`src/rtl/hilo_unit.sv`:
```
// HI/LO architectural register pair with multiply-pending scoreboard.
// Optional feature: define HILO_BYPASS_EN to let MFHI/MFLO take a completing result directly.
module hilo_unit (
  input  logic        clk,
  input  logic        rst,
  input  logic        cancel,
  input  logic        mulIssue,
  input  logic        mulData_ok,
  input  logic [63:0] mulRes,
  output logic        mulIssueReady,
  output logic [63:0] HiLoData,
  input  logic        mtReq,
  input  logic        mtSel,
  input  logic [31:0] mtData,
  output logic        mtReady,
  input  logic        mfReq,
  input  logic        mfSel,
  output logic [31:0] mfData,
  output logic        mfReady,
  output logic        hiloBusy,
  output logic        hiloErr
);

  logic [31:0] r_hi;
  logic [31:0] r_lo;
  logic [1:0]  r_pending;
  logic        r_err;

  logic        w_busy;
  logic        w_pend_zero;
  logic        w_pend_one;
  logic        w_pend_full;
  logic        w_err_set;
  logic        w_res_wr;
  logic        w_mt_wr;
  logic [1:0]  w_pending_nxt;
  logic [31:0] w_mf_src;

  assign w_pend_zero = (r_pending == 2'd0);
  assign w_pend_one  = (r_pending == 2'd1);
  assign w_pend_full = (r_pending == 2'd3);
  assign w_busy      = !w_pend_zero;
  assign w_res_wr    = mulData_ok && !cancel;
  assign w_mt_wr     = mtReq && !w_busy && !mulData_ok && !cancel;
  assign w_err_set   = (mulData_ok && w_pend_zero && !mulIssue) || (mulIssue && w_pend_full);

  // Counter saturates at both ends; a simultaneous issue and completion nets out.
  always_comb begin
    w_pending_nxt = r_pending;
    if (cancel) begin
      w_pending_nxt = 2'd0;
    end else if (mulIssue && !mulData_ok && !w_pend_full) begin
      w_pending_nxt = r_pending + 2'd1;
    end else if (!mulIssue && mulData_ok && !w_pend_zero) begin
      w_pending_nxt = r_pending - 2'd1;
    end
  end

  always_ff @(posedge clk or negedge rst) begin
    if (!rst) begin
      r_hi      <= 32'h0;
      r_lo      <= 32'h0;
      r_pending <= 2'd0;
      r_err     <= 1'b0;
    end else begin
      r_pending <= w_pending_nxt;
      if (w_err_set) begin
        r_err <= 1'b1;
      end
      // A multiply result always takes priority; MT is already blocked whenever one lands.
      if (w_res_wr) begin
        r_hi <= mulRes[63:32];
        r_lo <= mulRes[31:0];
      end else if (w_mt_wr) begin
        if (mtSel) begin
          r_hi <= mtData;
        end else begin
          r_lo <= mtData;
        end
      end
    end
  end

  always_comb begin
    w_mf_src = mfSel ? r_hi : r_lo;
`ifdef HILO_BYPASS_EN
    if (w_res_wr) begin
      w_mf_src = mfSel ? mulRes[63:32] : mulRes[31:0];
    end
`endif
  end

`ifdef HILO_BYPASS_EN
  assign mfReady = mfReq && (!w_busy || (w_pend_one && mulData_ok && !mulIssue));
`else
  assign mfReady = mfReq && !w_busy;
`endif

  assign mfData        = mfReq ? w_mf_src : 32'h0;
  assign mtReady       = w_mt_wr;
  assign HiLoData      = {r_hi, r_lo};
  assign hiloBusy      = w_busy;
  assign hiloErr       = r_err;
  assign mulIssueReady = !cancel && (w_pend_zero || (w_pend_one && mulData_ok));

endmodule

```
`config.mk`:
```
export PLATFORM = sky130hd
export DESIGN_NAME = hilo_unit
export DESIGN_NICKNAME = d
export VERILOG_FILES = /design/src/rtl/hilo_unit.sv
export SDC_FILE = /design/constraint.sdc
export NUM_CORES = 1
export LEC_CHECK = 0
export ABC_AREA = 1
export CORE_MARGIN = 2
export CORE_UTILIZATION = 36
export DETAILED_ROUTE_END_ITERATION = 16
export HOLD_SLACK_MARGIN = 0.03
export MAX_ROUTING_LAYER = met4
export PLACE_DENSITY = 0.77
export SETUP_SLACK_MARGIN = 0.5
export SLEW_MARGIN = 30
export SYNTH_ARGS = -nofsm -noshare
export SYNTH_HDL_FRONTEND = slang
export SYNTH_SLANG_ARGS = --single-unit
```
`constraint.sdc`:
```
create_clock -name clk -period 1.55 [get_ports clk]
set_clock_uncertainty 0.2 [all_clocks]
set_input_delay 0.2325 -clock clk [delete_from_list [all_inputs] [get_ports clk]]
set_output_delay 0.2325 -clock clk [all_outputs]
set_load 0.005 [all_outputs]
```
==> flow_summary.yaml, run 1 <==
floorplanning:
  ioPinCount: 206
  die_h_um: 108
  start_util_pct: 36.4
  row_count: 38
  core_area_um2: 10700
  dieArea_um2: 11700
  die_x_um: 108
sta:
  hold_violations: 0
  rsz0062_at_grt: "true"
  hold_ws_ps: 187
  fmax_mhz: 529
  relSlewSlack_pct: 68.2
  setup_viol: 106
  layout_min_cycle_time_ps: 1890
  setup_ws_ps: -339
  tightest_slew_ps: 477
  fin_crit_sh_pct: 122
  report.final.slew_viol_count: 0
finish:
  insertedDiodeCount: 0
  area.growth.synth_to_final_pct: 138
  final_cell_mix: "buf_6, nand3_1, clkdlybuf4s50_1"
  drive_gt1_share_pct: 54.1
  fin_area_um2: 9330
  final_common_cell: "buf_6"
  nets: 1032
cts:
  cts_max_level: 3
  cts_tree: "built"
  clock_latency_ps: 350
  cts_sinks: 67
  cts.reportedPaths.clkPinSlew_ps: 70
  cts_made_buffers: 9
  cts.path.max_buffers: 2
  cts_root_buffer: "clkbuf_8"
placement:
  dp_hpwl_um: 11400
  place_area_um2: 6500
  gp_congestion: 0.853
  port_buffers: 205
routing:
  wirelength_um: 25800
  ant_nets: 0
  post_drt_wl_per_cell_um: 24.1
  viasPerCell: 6.20
  drcViolationCount: 0
  vias: 6617
  drt_iter0_markers: 800
  first_pass_iters: 8
outcome:
  status: "complete, but fails checks"
  violations: "setup timing"
critical_path:
  critPathMaxStageDelay_ps: 410
  r2r_end: "r_hi[2]"
  start_kind: "register"
  cp_cell_sequence: "inv_2, ha_4, nand2_4, nor2_4, buf_6, buf_12, clkbuf_16, nand4_1, nand3_2"
  worstSetupPathType: "register to register"
  arrival_ps: 1970
  r2r_start: "r_pending[1]"
  crit_required_ps: 1630
  endpoint_kind: "register"
  ff2ff_path_depth: 9
  startpoint: "r_pending[1]"
  path_max_fanout: 6
  cp_slowest_cell: "dfrtp_1"
  r2r_slack_ps: -340
grt:
  grt_pass1_vias: 6177
  grt_pass1_wl_um: 31400
  gr-total-overflow: 0
  antenna_found_initial: 0
  grt.total_usage_pct: 35.6
  grt_max_degree: 68
synth:
  synth_top_family_by_area: "simple AND/OR/NAND/NOR gates"
  avgSynthCellArea_um2: 7.60
  synth_compound_area_share_pct: 4.48
  yosysSeqAreaShare_pct: 42.8
  syn_inst: 515
  synth_fa_ha_area_share_pct: 0.959
  synth.area.mux_share_pct: 0
  syn-num-nets: 623
  synth.top_cell.area_share_pct: 42.8
  synth_seq_cells: 67
  yosys.area.top_type: "dfrtp_1"
  netlist_area_um2: 3910
  synthXorXnorAreaFrac_pct: 0
  synth_cell_type_count: 17
  yosysWarnings: 0
  synth-simple-area-share_pct: 43.5
  synth_area_leaders: "dfrtp_1, nand3_1, nand4_1"
run:
  drv_cap: 0
power:
  p_leak_nw: 4.48
  p_per_area_nw_per_um2: 886
  peakVddDrop_mv: 0.540
min_path:
  holdPathEnd: "r_lo[12]"
  hp-class: "primary input to register"
  holdPathStages: 4
  min_from: "mulData_ok"
-- metrics by stage --
stage / instances / power [W] / util, % / TNS, ps / worst slack (ps)
final: 1068 / 0.00827 / 86.9 / -16790 / -339
after global routing: 1068 / 0.00854 / 86.9 / -21370 / -505
after CTS: 1003 / 0.00703 / 76.2 / -13010 / -213
after detailed placement: 864 / 0.00453 / 60.5 / -43250 / -651
after global placement: 864 / 0.00446 / 60.5 / -40770 / -613
after floorplan: 515 / 0.00301 / - / 0 / 53.1
-- flip-flops by register name, indices dropped and copies added, names as in the netlist --
signal	cells
r_hi	32
r_lo	32
hiloErr	1
r_pending	2
-- critical path: cells and delay by family (launching register included) --
kind / cells / cell delay, ps
fa+ha+maj: 1 / 150
simple gates: 4 / 500
flops: 1 / 410
buf+inv: 4 / 540
-- worst max-delay path by stage --
| stage | slack, ps | endpoint | cells past startpoint |
|---|---|---|---|
| 3_3_place_gp | -610 | mfData[3] | 6 |
| 2_1_floorplan | 50 | r_hi[21] | 8 |
| 6_report | -340 | r_hi[2] | 9 |
| 5_1_grt | -500 | mfData[7] | 3 |
| 4_1_cts | -210 | mulIssueReady | 5 |
| 3_5_place_dp | -650 | mfData[4] | 6 |
-- power by group --
group / switching [W] / internal (W) / leakage (nW) / total [W]
clock: 0.000740 / 0.000774 / 0.102 / 0.00151
combinational: 0.00178 / 0.00267 / 3.56 / 0.00445
sequential: 0.000278 / 0.00203 / 0.824 / 0.00231
-- routing by layer --
metal,up-vias,track usage (%),wire (um)
li1,2697,-,-
met1,3066,43.0,9080
met2,639,55.9,11900
met3,215,8.62,2790
met4,0,17.7,2020
met5,-,-,0
-- timing repair --
action	CTS	global route
hold endpoints to repair	67	0
setup buffers	117	60
gates cloned	6	5
hold buffers	1	0
gates resized for setup	623	167
endpoints found under the setup margin	168	176
pin swaps	56	48
-- kinds of logic (layout without fill, tap and decap cells) --
| kind of cell | after synthesis | count (layout) |
|---|---|---|
| compound gates | 35 | 35 |
| fa+ha+maj | 3 | 3 |
| buf+inv | 66 | 479 |
| flops | 67 | 67 |
| simple gates | 344 | 344 |
-- synthesized netlist by cell type --
master,number
buf_1,3
nor2_1,66
clkbuf_1,25
nand3_1,195
buf_2,21
inv_2,2
nor2_2,1
dfrtp_1,67
ha_1,3
o21ai_0,34
inv_1,8
nand4_1,65
a21oi_1,1
nand2_1,16
buf_6,6
buf_4,1
nor3_1,1
-- layout make-up --
class                           instances  area (um2)
Sequential cell                        67        1680
Fill cell                             494        1410
Inverter                               10        42.5
Tap cell                              140         175
Timing Repair Buffer                  454        4630
Clock buffer                           10         138
Multi-Input combinational cell        382        2620
Clock inverter                          5        53.8
(Power assumes the default switching activity.)
==> run 2, diff against run 1 <==
--- a/config.mk
+++ b/config.mk
@@ -7,10 +7,12 @@
 export LEC_CHECK = 0
 export ABC_AREA = 1
+export CELL_PAD_IN_SITES_DETAIL_PLACEMENT = 1
+export CELL_PAD_IN_SITES_GLOBAL_PLACEMENT = 2
 export CORE_MARGIN = 2
-export CORE_UTILIZATION = 36
+export CORE_UTILIZATION = 19
 export DETAILED_ROUTE_END_ITERATION = 16
 export HOLD_SLACK_MARGIN = 0.03
 export MAX_ROUTING_LAYER = met4
-export PLACE_DENSITY = 0.77
+export PLACE_DENSITY_LB_ADDON = 0.1
 export SETUP_SLACK_MARGIN = 0.5
 export SLEW_MARGIN = 30
==> constraint.sdc (replaced) <==
create_clock -name clk -period 1.55 [get_ports clk]
set_clock_uncertainty 0.2 [all_clocks]
set_input_delay 0.31 -clock clk [delete_from_list [all_inputs] [get_ports clk]]
set_output_delay 0.31 -clock clk [all_outputs]
set_load 0.005 [all_outputs]
==> run 2 against run 1 <==
Effect of this change: total power grew 3.0%; largest cell class unchanged; sequential power is essentially flat; first-iteration DRC count fell by 72%; clock power rose by 30%; critical endpoint is now mulIssueReady; the flow finishes with violations (hold timing, setup timing); largest power group unchanged.
==> flow_summary.yaml, run 2 (same netlist as run 1, synthesis figures left out) <==
outcome:
  status: "complete, but fails checks"
  violations: "hold timing, setup timing"
power:
  p_leak_nw: 4.64
  peakVddDrop_mv: 0.527
  power.total_w: 0.00851
  p_per_area_nw_per_um2: 864
finish:
  drive_gt1_share_pct: 57.1
  largestRegisters: "r_hi x32, r_lo x32, r_pending x2"
  final_common_cell: "buf_6"
  stdcell_count: 1191
  final_core_util_pct: 48.7
  multi_input_area_um2: 2900
  seq_area_um2: 1680
  nets: 1023
  area.growth.synth_to_final_pct: 152
  final_cell_mix: "buf_6, clkdlybuf4s50_1, nand3_2, nand3_1, buf_4"
  nFillCells: 2262
grt:
  antenna_found_initial: 0
  grt_pass1_vias: 5818
  gr-total-overflow: 0
  grt_max_degree: 68
  grt.total_usage_pct: 21.1
  grt_pass1_wl_um: 34100
critical_path:
  endpoint_kind: "primary output"
  path_max_fanout: 2
  arrival_ps: 1370
  worstSetupPathType: "register to primary output"
  start_kind: "register"
  crit_required_ps: 1040
placement:
  port_buffers: 205
  placed_cells: 1032
  gp_congestion: 0.800
  dp_hpwl_um: 15000
cts:
  cts.path.max_buffers: 2
  cts.reportedPaths.clkPinSlew_ps: 60
  cts_max_level: 3
  cts_sinks: 67
  cts_root_buffer: "clkbuf_16"
  clock_latency_ps: 340
  cts_tree: "built"
  cts_made_buffers: 9
floorplanning:
  ioPinCount: 206
  start_util_pct: 19.3
  core_area_um2: 20200
  dieArea_um2: 21800
  die_x_um: 148
  die_h_um: 148
  row_count: 52
sta:
  fin_crit_sh_pct: 121
  rsz0062_at_grt: "true"
  layout_min_cycle_time_ps: 1880
  setup_viol: 118
  fmax_mhz: 531
  hold_violations: 67
  hold_ws_ps: -218
  relSlewSlack_pct: 68.9
  setup_ws_ps: -332
  report.final.slew_viol_count: 0
  tightest_slew_ps: 467
min_path:
  hp-class: "primary input to async pin"
run:
  drv_cap: 0
routing:
  drcViolationCount: 0
  post_drt_wl_per_cell_um: 20.5
  drt_iter0_markers: 228
  vias: 5728
  wl_met3_um: 1070
  ant_nets: 0
  met1_length_um: 10600
  viasPerCell: 4.81
  wl_met2_um: 12300
  top_layer: "met4"
  first_pass_iters: 4
  wirelength_um: 24400
run 2: changes by cell type in the layout (fill, tap and decap cells not counted), moves of 6 or more:
cell,delta
clkbuf_16,+9
nand3_2,+24
buf_4,-7
nand3_4,+17
nand3_1,-41
clkbuf_8,-9
buf_2,-6
run 2: worst paths after layout:
| check | from | depth (start not counted) | slack (ps) | end |
|---|---|---|---|---|
| max reg2reg | r_pending[1] | 10 | -310 | r_lo[22] |
| min in group clk | mulData_ok | 6 | 290 | hiloErr |
| min | rst | 2 | -220 | r_hi[6] |
| max in group asynchronous | rst | 2 | 1030 | r_lo[29] |
| min reg2reg | hiloErr | 3 | 370 | hiloErr |
| max | r_pending[1] | 7 | -330 | mulIssueReady |
run 2: routing by layer:
metal	vias up	track usage, %
li1	2669	-
met1	2875	26.9
met2	161	34.3
met3	23	3.61
met4	0	6.39
met5	-	-
run 2: layout make-up:
class                   instances  share of cell area (%)
repair buffers                445                    46.7
multi-input cells             382                    29.4
flip-flops and latches         67                    17.0
well taps                     270                    3.43
clock buffers                  12                    2.50
inverters                      10                   0.572
clock inverters                 4                   0.267
diodes                          1                  0.0254
run 2: worst max-delay path: stages, from the launching register on:
cell and delay [ps]:
dfrtp_1 390, inv_2 80, ha_4 140, buf_6 90, nand2_4 40, buf_4 130
nand2_2 50, buf_2 100
run 2: report_power, final:
group / internal (W) / switching (W) / total, W
Clock: 0.00113 / 0.000846 / 0.00197
Combinational: 0.00262 / 0.00164 / 0.00426
Sequential: 0.00203 / 0.000245 / 0.00228
run 2: what timing repair did:
| item | in CTS | in global routing |
|---|---|---|
| hold endpoints to repair | 67 | 67 |
| pin swaps | 65 | 55 |
| setup endpoints to repair | 168 | 168 |
| buffers inserted | 80 | 54 |
| gates cloned | 4 | 4 |
| gates resized for setup | 582 | 226 |
run 2: per-stage QoR:
step / area (um2) / hold slack [ps] / TNS, ps / setup WS (ps)
after floorplan: 4090 / -186 / 0 / 51.0
after global placement: 6940 / 169 / -55030 / -800
after detailed placement: 6940 / 167 / -56520 / -811
after CTS: 8330 / -199 / -24270 / -373
after global routing: 9850 / -196 / -30500 / -405
final: 9850 / -218 / -22330 / -332
==> run 3, diff against run 2 <==
Settings changed: MAX_ROUTING_LAYER met4 to default, TNS_END_PERCENT from default to 1.
==> run 3 against run 2 <==
Effect of this change: the flow still finishes with violations (hold timing, setup timing); count of clock-buffer cells in the layout up 1; routed wire length decreased by 8.3%; final area decreased by 22%; critical path depth is 2 lower; flip-flop and latch count unchanged; fmax rose by 5.4%.
==> flow_summary.yaml, run 3 (same netlist as run 1, synthesis figures left out) <==
min_path:
  hp-class: "primary input to async pin"
sta:
  relSlewSlack_pct: 68.8
  layout_min_cycle_time_ps: 1790
  report.final.slew_viol_count: 0
  fin_crit_sh_pct: 115
  setup_viol: 96
  rsz0062_at_grt: "true"
  fmax_mhz: 560
  tightest_slew_ps: 468
  hold_violations: 67
  hold_ws_ps: -227
  setup_ws_ps: -235
critical_path:
  crit_required_ps: 1040
  cp_slowest_cell: "dfrtp_1"
  worstSetupPathType: "register to primary output"
  start_kind: "register"
  cp_cell_sequence: "inv_2, ha_4, nand2_4, nor2_4, buf_6"
  endpoint_kind: "primary output"
  critPathMaxStageDelay_ps: 400
  arrival_ps: 1280
  path_max_fanout: 3
routing:
  vias: 5181
  drt_iter0_markers: 193
  ant_nets: 0
  post_drt_wl_per_cell_um: 20.7
  drcViolationCount: 0
  wirelength_um: 22400
  viasPerCell: 4.80
  first_pass_iters: 4
finish:
  nets: 913
  area.growth.synth_to_final_pct: 97.3
  largestRegisters: "r_hi x32, r_lo x32, r_pending x2"
  insertedDiodeCount: 0
  final_common_cell: "nand3_1"
  drive_gt1_share_pct: 33.3
  final_cell_mix: "nand3_1, clkdlybuf4s50_1, buf_6"
  stdcell_count: 1079
outcome:
  status: "complete, but fails checks"
  violations: "hold timing, setup timing"
cts:
  cts_max_level: 3
  cts_tree: "built"
  cts_root_buffer: "clkbuf_16"
  cts.path.max_buffers: 2
  clock_latency_ps: 340
  cts_sinks: 67
  cts_made_buffers: 9
  cts.reportedPaths.clkPinSlew_ps: 60
floorplanning:
  core_area_um2: 20200
  start_util_pct: 19.3
  die_h_um: 148
  ioPinCount: 206
  die_x_um: 148
  row_count: 52
  dieArea_um2: 21800
placement:
  dp_hpwl_um: 14000
  gp_congestion: 0.787
  placed_cells: 1035
  port_buffers: 205
power:
  peakVddDrop_mv: 0.539
  p_per_area_nw_per_um2: 927
  power.total_w: 0.00716
  p_leak_nw: 3.58
grt:
  antenna_found_initial: 0
  grt_pass1_vias: 5614
  grt_pass1_wl_um: 33400
  gr-total-overflow: 0
  grt.total_usage_pct: 20.1
  grt_max_degree: 68
run:
  drv_cap: 0
[run 3: metal layers]
layer,part of all wire [%],GRT usage [%]
met1,45,26.5
met2,48,33.5
met3,4.7,3.30
met4,2.0,6.88
met5,0,0
[run 3: timing repair]
item	in CTS	in global routing
gates resized for setup	364	117
buffers inserted	21	1
gates cloned	5	2
pin swaps	24	8
setup endpoints to repair	168	168
endpoints found under the hold margin	67	67
[run 3: final cells by class]
cell class,count,area [um2]
Clock buffer,13,270
Clock inverter,2,10.0
Fill cell,2362,12500
Inverter,10,50.0
Multi-Input combinational cell,382,2060
Sequential cell,67,1680
Tap cell,270,338
Timing Repair Buffer,335,3310
[run 3: path summary, 6_finish.rpt]
path / from / slack [ps] / to / cells after the start
setup / recovery: r_pending[0] / -240 / mtReady / 5
hold / removal: rst / -230 / hiloErr / 2
setup reg to reg: r_pending[0] / -220 / r_hi[10] / 9
hold reg to reg: hiloErr / 260 / hiloErr / 2
max in group asynchronous: rst / 1010 / r_lo[27] / 2
min in group clk: hiloErr / 260 / hiloErr / 2
[run 3: report_power, final]
group / switching (W) / total, W / leakage (nW) / internal [W]
clock: 0.000809 / 0.00201 / 0.141 / 0.00120
combinational: 0.00123 / 0.00292 / 2.61 / 0.00169
sequential: 0.000189 / 0.00222 / 0.824 / 0.00203
[run 3: through the flow]
stage / utilization [%] / hold slack (ps) / cell area, um2 / setup WS, ps / setup TNS (ps)
floorplan: - / -186 / 3960 / 43.6 / 0
detailed placement: 34.3 / 157 / 6940 / -858 / -56080
global route: 38.2 / -201 / 7720 / -309 / -23340
global placement: 34.3 / 158 / 6940 / -839 / -53340
CTS: 37.7 / -211 / 7630 / -253 / -19200
finish: 38.2 / -227 / 7720 / -235 / -15090
[run 3: worst max-delay path: cells and delay by family, from the launching register on]
kind / cells / cell delay [ps]
and+or+nand+nor: 2 / 170
adders and majority gates: 1 / 160
buffers and inverters: 2 / 200
DFF: 1 / 400
==> RTL edit, RTL diff (config.mk and constraints of run 2) <==
Add a define of `HILO_BYPASS_EN`.
--- a/src/rtl/hilo_unit.sv
+++ b/src/rtl/hilo_unit.sv
@@ -1,4 +1,6 @@
 // HI/LO architectural register pair with multiply-pending scoreboard.
 // Optional feature: define HILO_BYPASS_EN to let MFHI/MFLO take a completing result directly.
+`define HILO_BYPASS_EN
+
 module hilo_unit (
   input  logic        clk,
Check against the original RTL: not equivalent (a bounded check fails within 4 cycles, from zero or initial values and one cycle with rst low).
==> RTL edit against run 2 <==
- the flow still finishes with violations (negative hold slack, negative setup slack)
- sequential cell count unchanged
- largest power group unchanged
- wire length increased by 20%
- power is 9.5% higher
- global-route usage increased by 2.6 points
- area after synthesis grew 11%
- register-to-register slack worse by 0.24 ns
- setup slack worse by 0.26 ns
- cell count is 25% higher
- highest routed layer unchanged
- largest cell class unchanged
- design area grew 23%
==> RTL edit: results <==
set metrics [dict create \
    h-tree-depth 3 \
    synth_nets 791 \
    grt_max_degree 68 \
    path_max_fanout 5 \
    drtPass1Iterations 4 \
    relSlewSlack 0.682 \
    port_buffers 205 \
    numCtsBuffers 9 \
    first_iter_violations 218 \
    nets 1304 \
    finalPower_mw 9.32 \
    setup_violations 105 \
    worstHoldPathType "input pin to async pin" \
    synth_commonest_cells "nand2_1 (309), nand3_1 (129), dfrtp_1 (67)" \
    leakagePower_nw 6.49 \
    ctsRootBufferMaster "clkbuf_16" \
    swShare 0.332 \
    clock_path_buffers 2 \
    syn_inst 683 \
    rrSetupSlack_ns -0.55 \
    vias_per_cell 4.63 \
    placed_cell_area_um2 8210 \
    post_cts_buffers 104 \
    stdcell_count 1488 \
    wirelength_mm 29.3 \
    antenna_found_initial 2 \
    timing.final.ws_setup_ns -0.595 \
    grt_pass1_vias 7626 \
    rr_worst_depth 13 \
    critPathArrivalTime_ns 1.64 \
    clk_pin_slew_ns 0.07 \
    hold_ws_ns -0.267 \
    regToRegEndpoint "r_lo[22]" \
    synth_enable_flop_cells 0 \
    fin_tns_setup_ns -42.33 \
    drive_gt1_frac 0.624 \
    async_flop_share 1.00 \
    ys_seq_area_frac 0.386 \
    reg.largest.list "r_hi (32), r_lo (32), r_pending (2)" \
    grt_use_total 0.237 \
    cts_tree "built" \
    ys_types 21 \
    detailed_place_hpwl_mm 16.2 \
    place_congestion 0.805 \
    synth_area_leaders "dfrtp_1 (39%), nand2_1 (27%), nand3_1 (15%), nor2_1 (4.4%), a21oi_1 (3.9%)" \
    finalHoldViolCount 67 \
    clk_latency_ns 0.34 \
    cts_resized 803 \
    grt_first_pass_wirelength_mm 42.4 \
    vdd_ir_drop_max_mv 0.431 \
    violations "negative hold slack, negative setup slack" \
    pg_clk_mw 2.24 \
    pre_cts_ws_ns -1.20 \
    ys_dominant_reg_cell "dfrtp_1" \
    r2r_start "r_pending[1]" \
    status "finished with violations" \
    synth_warnings 0 \
]
## RTL edit: final cells by class
| cell class | count | area, µm² |
|---|---|---|
| antenna | 2 | 5.00 |
| clock inverter | 5 | 60.1 |
| sequential | 67 | 1680 |
| multi-input combinational | 541 | 3800 |
| inverter | 31 | 153 |
| timing repair buffer | 545 | 5800 |
| clock buffer | 11 | 253 |
| fill | 2524 | 10400 |
| timing repair inverter | 1 | 8.76 |
| tap | 285 | 357 |
## RTL edit: kinds of logic after synthesis
family	Yosys count	synth area share
AND/OR/NAND/NOR	497	0.479
buffers and inverters	75	0.0781
flip-flops	67	0.386
adder cells (fa/ha/maj)	3	0.00865
AO/OA/AOI/OAI	41	0.0484
## RTL edit: critical path: stages
cell and delay (ns):
buf_6 0.09, buf_8 0.12, inv_16 0.05, nand2_8 0.07, buf_6 0.14, buf_6 0.11
buf_12 0.11, buf_16 0.12, buf_6 0.11, a21oi_2 0.16, nor2_1 0.08, buf_2 0.14
## RTL edit: layer usage
| metal | track usage | wire length [µm] | vias up |
|---|---|---|---|
| met4 | 0.0608 | 606 | 0 |
| met2 | 0.421 | 15400 | 176 |
| li1 | - | - | 3237 |
| met3 | 0.0348 | 1190 | 43 |
| met1 | 0.281 | 12100 | 3440 |
| met5 | - | 0 | - |
## RTL edit: worst max path at each step
stage / from / endpoint / slack [ns] / cells after the start
6_report: cancel / mfData[27] / -0.60 / 12
5_1_grt: cancel / mfData[27] / -0.64 / 12
4_1_cts: cancel / mfData[27] / -0.51 / 12
3_5_place_dp: mulData_ok / mfData[14] / -1.20 / 9
3_3_place_gp: cancel / mfData[13] / -1.20 / 10
2_1_floorplan: r_pending[0] / r_lo[16] / -0.07 / 8
